===== src/rtl/sync2.sv =====
// Two-flop synchronizer for a single asynchronous bit.
// The reset value is a parameter so idle-high lines come out of reset quietly.
module sync2 #(
  parameter logic RST = 1'b0
) (
  input  logic clock,
  input  logic reset,
  input  logic d,
  output logic q
);

  logic meta;

  // Two back-to-back flops give the first one a full cycle to settle.
  always_ff @(posedge clock) begin
    if (reset) begin
      meta <= RST;
      q    <= RST;
    end else begin
      meta <= d;
      q    <= meta;
    end
  end

endmodule


===== src/rtl/pulse_meter.sv =====
// One-shot high-pulse width meter with a saturating inline counter.
// Armed by arm, measures the next rising-to-falling pulse seen on in.
module pulse_meter #(
  parameter int W = 8
) (
  input  logic         clock,
  input  logic         reset,
  input  logic         in,
  input  logic         arm,
  output logic [W-1:0] width,
  output logic         valid,
  output logic         over,
  output logic         busy
);

  localparam logic [1:0] IDLE    = 2'd0;
  localparam logic [1:0] ARMED   = 2'd1;
  localparam logic [1:0] MEASURE = 2'd2;

  localparam logic [W-1:0] MAX = '1;

  logic         s;
  logic         p;
  logic         rise;
  logic         fall;
  logic [1:0]   state;
  logic [1:0]   nxt;
  logic [W-1:0] count;
  logic         ovf;

  // Reset high so a line already high at release shows no edge.
  sync2 #(.RST(1'b1)) u_sync (
    .clock (clock),
    .reset (reset),
    .d     (in),
    .q     (s)
  );

  // Previous synchronized level, for edge detection.
  always_ff @(posedge clock) begin
    if (reset) p <= 1'b1;
    else       p <= s;
  end

  assign rise = s & ~p;
  assign fall = ~s & p;

  // Next-state decode; also feeds the registered busy flag.
  always_comb begin
    nxt = state;
    case (state)
      IDLE:    if (arm)  nxt = ARMED;
      ARMED:   if (rise) nxt = MEASURE;
      MEASURE: if (fall) nxt = IDLE;
      default: nxt = IDLE;
    endcase
  end

  // Measurement datapath, result registers and state update.
  always_ff @(posedge clock) begin
    if (reset) begin
      state <= IDLE;
      count <= '0;
      ovf   <= 1'b0;
      width <= '0;
      valid <= 1'b0;
      over  <= 1'b0;
      busy  <= 1'b0;
    end else begin
      state <= nxt;
      busy  <= (nxt != IDLE);
      valid <= 1'b0;
      case (state)
        ARMED: begin
          if (rise) count <= {{(W-1){1'b0}}, 1'b1};
        end
        MEASURE: begin
          if (fall) begin
            width <= count;
            over  <= ovf;
            valid <= 1'b1;
            ovf   <= 1'b0;
          end else if (s) begin
            if (count == MAX) ovf <= 1'b1;
            else              count <= count + 1'b1;
          end
        end
        default: ;
      endcase
    end
  end

endmodule


===== config.mk =====
export PLATFORM = sky130hd
export DESIGN_NAME = pulse_meter
export DESIGN_NICKNAME = d
export VERILOG_FILES = /design/src/rtl/sync2.sv /design/src/rtl/pulse_meter.sv
export SDC_FILE = /design/constraint.sdc
export NUM_CORES = 1
export LEC_CHECK = 0
export BUFFER_PORTS_ARGS = -buffer_cell sky130_fd_sc_hd__buf_2
export CORE_MARGIN = 2
export CORE_UTILIZATION = 35
export CTS_CLUSTER_DIAMETER = 80
export CTS_CLUSTER_SIZE = 25
export DETAILED_ROUTE_END_ITERATION = 10
export SLEW_MARGIN = 25
export SYNTH_ARGS = -nofsm -noshare
export SYNTH_HDL_FRONTEND = slang
export SYNTH_SLANG_ARGS = --single-unit

===== constraint.sdc =====
create_clock -name clock -period 1.9 [get_ports clock]
set_input_delay 0 -clock clock [delete_from_list [all_inputs] [get_ports clock]]
set_output_delay 0 -clock clock [all_outputs]
set_load 0.02 [all_outputs]

==> results.sh <==
export IMPL_outcome="complete, no violations"
export IMPL_antenna_cells=0
export IMPL_wl_um=2200
export IMPL_yosys_area_top_type_share_pct=45.7
export IMPL_coreArea_sq_um=3000
export IMPL_p_int_mw=0.629
export IMPL_port_buffer_count=14
export IMPL_synth_enable_flop_cells=0
export IMPL_die_w_um=59.9
export IMPL_synth_fp_nets=130
export IMPL_worst_slew_pin_slew_ns=0.436
export IMPL_grt_overflow=0
export IMPL_fin_area_sq_um=1230
export IMPL_grt_pass1_wl_um=3910
export IMPL_slew_headroom_pct=70.9
export IMPL_clk_path_buf_depth=2
export IMPL_die_y_um=59.9
export IMPL_max_freq_ghz=0.643
export IMPL_critPathSlowestCell="dfxtp_1"
export IMPL_setup_viol=0
export IMPL_num_vias=939
export IMPL_maxCapViolCount=0
export IMPL_slew_violations=0
export IMPL_gp_congestion=0.843
export IMPL_critPathCaptureType="flip-flop"
export IMPL_clkSlewWorstSetupHoldPaths_ns=0.13
export IMPL_drive_gt1_share_pct=22.0
export IMPL_cts_tree="yes"
export IMPL_grt_start_max_net_pins=23
export IMPL_ys_types=39
export IMPL_ys_warn_count=0
export IMPL_grt_usage_pct=14.4
export IMPL_routed_via_density=5.40
export IMPL_ys_ff_latch=25
export IMPL_setup_tns_ns=0
export IMPL_regToRegSetupSlack_ns=0.34
export IMPL_avgRoutedWirePerCell_um=12.6
export IMPL_mostFrequentLayoutCells="25 x dfxtp_1, 23 x nand2_1, 14 x a21oi_1, 14 x buf_2"
export IMPL_async_flop_share_pct=0
export IMPL_first_pass_iters=4
export IMPL_grt_setup_unrepaired="false"
export IMPL_fin_crit_sh_pct=81.9
export IMPL_cpPeakStageDelay_ns=0.46
export IMPL_worstPathCellList="ha_1, nand3_1, nor2_4, a21oi_2, o221a_1"
export IMPL_switching_share_pct=22.3
export IMPL_place_hpwl_um=1480
export IMPL_cts_buffers=3
export IMPL_startpoint_type="flip-flop"
export IMPL_rows=20
export IMPL_cts_max_level=1
export IMPL_antenna_found_initial=0
export IMPL_clockPowerShare_pct=29.0
export IMPL_power_density_nw_per_um2=659
export IMPL_ant_nets=0
export IMPL_postCtsSetupBuffers=0
export IMPL_crit_buf_inv=0
export IMPL_cellLeakagePower_nw=0.445
export IMPL_grt_pass1_vias=852
export IMPL_synth_largest_area_cell="dfxtp_1"
export IMPL_reg2reg_depth=5
export IMPL_path_delay_family="flip-flops"
export IMPL_worst_ep_required_time_ns=2.12
export IMPL_holdPathEnd="state[1]$_SDFF_PP0_"
export IMPL_multi_input_area_sq_um=563
export IMPL_critical_path_max_fanout=7
export IMPL_hold_violations=0
export IMPL_yosysSeqAreaShare_pct=45.7
export IMPL_timing_rr_end="count[0]$_SDFFE_PP0P_"
export IMPL_initial_core_util_pct=36.5
export IMPL_dpl_instance_area_sq_um=1180
export IMPL_register_area_sq_um=500
export IMPL_min_from="reset"
export IMPL_hp_class="in2reg"
export IMPL_min_period_ns=1.56
export IMPL_n_fill_cell=329
export IMPL_ys_flop_type="dfxtp_1"
export IMPL_clock_insertion_delay_worst_skew_ns=0.32
export IMPL_final_common_cell="dfxtp_1"
export IMPL_drt_iter0_markers=26
export IMPL_cts_root_buf="clkbuf_4"
export IMPL_area_growth_pct=12.2
export IMPL_synth_area_sq_um=1090
export IMPL_cts_sinks=25
export IMPL_syn_inst=125
export IMPL_yosys_top_cells_area="dfxtp_1 46%, nand2_1 7.9%, a21oi_1 6.4%"
export IMPL_hold_path_depth=2
export IMPL_nNetsFinal=147
export IMPL_timing_rr_start="count[0]$_SDFFE_PP0P_"
export IMPL_pwr_share_seq_pct=66.6
export IMPL_clock_skew_ns=0.00437
export IMPL_peakVddDrop_mv=0.426
export IMPL_critPathKind="reg2reg"
export IMPL_avgSynthCellArea_sq_um=8.76
export IMPL_p_sw_mw=0.181
export IMPL_p_comb_share_pct=4.4
export IMPL_cp_data_arrival_time_ns=1.78
export IMPL_die_area_sq_um=3590
export IMPL_drc=0
export IMPL_io_pins=15
## through the flow
step | cells | util (%) | total power [mW] | hold slack [ns] | setup WS (ns)
2_1_floorplan | 125 | - | 0.573 | 0.0880 | 0.541
3_3_place_gp | 168 | 39.4 | 0.582 | 0.188 | 0.471
3_5_place_dp | 168 | 39.4 | 0.584 | 0.188 | 0.387
4_1_cts | 174 | 40.9 | 0.819 | 0.0705 | 0.366
5_1_grt | 174 | 40.9 | 0.853 | 0.0770 | 0.224
6_report | 174 | 40.9 | 0.810 | 0.0679 | 0.344
## sequential cells by signal (all words and copies together) (netlist names)
signal,flops
valid,1
ovf,1
count,8
busy,1
width,8
u_sync.q,1
u_sync.meta,1
over,1
p,1
state,2
## layer usage
metal / wire [um] / up-vias / global-route usage [%]
li1: - / 472 / -
met1: 1050 / 434 / 19.1
met2: 1000 / 29 / 22.2
met3: 119 / 4 / 5.41
met4: 27 / 0 / 3.17
met5: 0 / - / 0
## cells in the mapped netlist (2+ instances only)
| library cell | count |
|---|---|
| nor2_1 | 8 |
| o21ai_0 | 8 |
| or2_2 | 2 |
| a31oi_1 | 2 |
| nand3_1 | 6 |
| a21oi_1 | 14 |
| clkbuf_1 | 2 |
| o221a_1 | 2 |
| nor3_1 | 4 |
| o21a_1 | 2 |
| nand2_1 | 23 |
| dfxtp_1 | 25 |
## layout make-up
cell class | count | area share [%]
Sequential cell | 25 | 40.7
Multi-Input combinational cell | 94 | 45.8
Inverter | 2 | 0.611
Timing Repair Buffer | 16 | 7.33
Clock buffer | 4 | 2.14
Tap cell | 33 | 3.36
## worst max path at each step
stage                           from               endpoint  slack [ns]  cells past startpoint
6_report       count[0]$_SDFFE_PP0P_  count[0]$_SDFFE_PP0P_        0.34                      5
3_5_place_dp   count[0]$_SDFFE_PP0P_  count[0]$_SDFFE_PP0P_        0.39                      5
5_1_grt        count[0]$_SDFFE_PP0P_  count[0]$_SDFFE_PP0P_        0.22                      5
2_1_floorplan  count[0]$_SDFFE_PP0P_  count[0]$_SDFFE_PP0P_        0.54                      5
3_3_place_gp   count[0]$_SDFFE_PP0P_  count[0]$_SDFFE_PP0P_        0.47                      5
4_1_cts        count[0]$_SDFFE_PP0P_  count[0]$_SDFFE_PP0P_        0.37                      5
## what timing repair did
item                      4_1_cts  5_1_grt
hold buffers                    2        0
gates resized for setup         0        0
hold endpoints to repair        2        0
## power by group through the flow
stage / clock (mW) / sequential, mW / combinational (mW)
floorplan: 0 / 0.549 / 0.0244
global placement: 0 / 0.550 / 0.0325
detailed placement: 0 / 0.550 / 0.0330
CTS: 0.243 / 0.539 / 0.0363
global route: 0.273 / 0.541 / 0.0397
finish: 0.235 / 0.539 / 0.0356
## cell families after synthesis
family / synth area share [%]
AOI/OAI and AO/OA: 19.9
and+or+nand+nor: 30.4
DFF: 45.7
adders and majority gates: 1.14
buffers and inverters: 2.86
No activity file was read; power rests on OpenSTA's default activity.
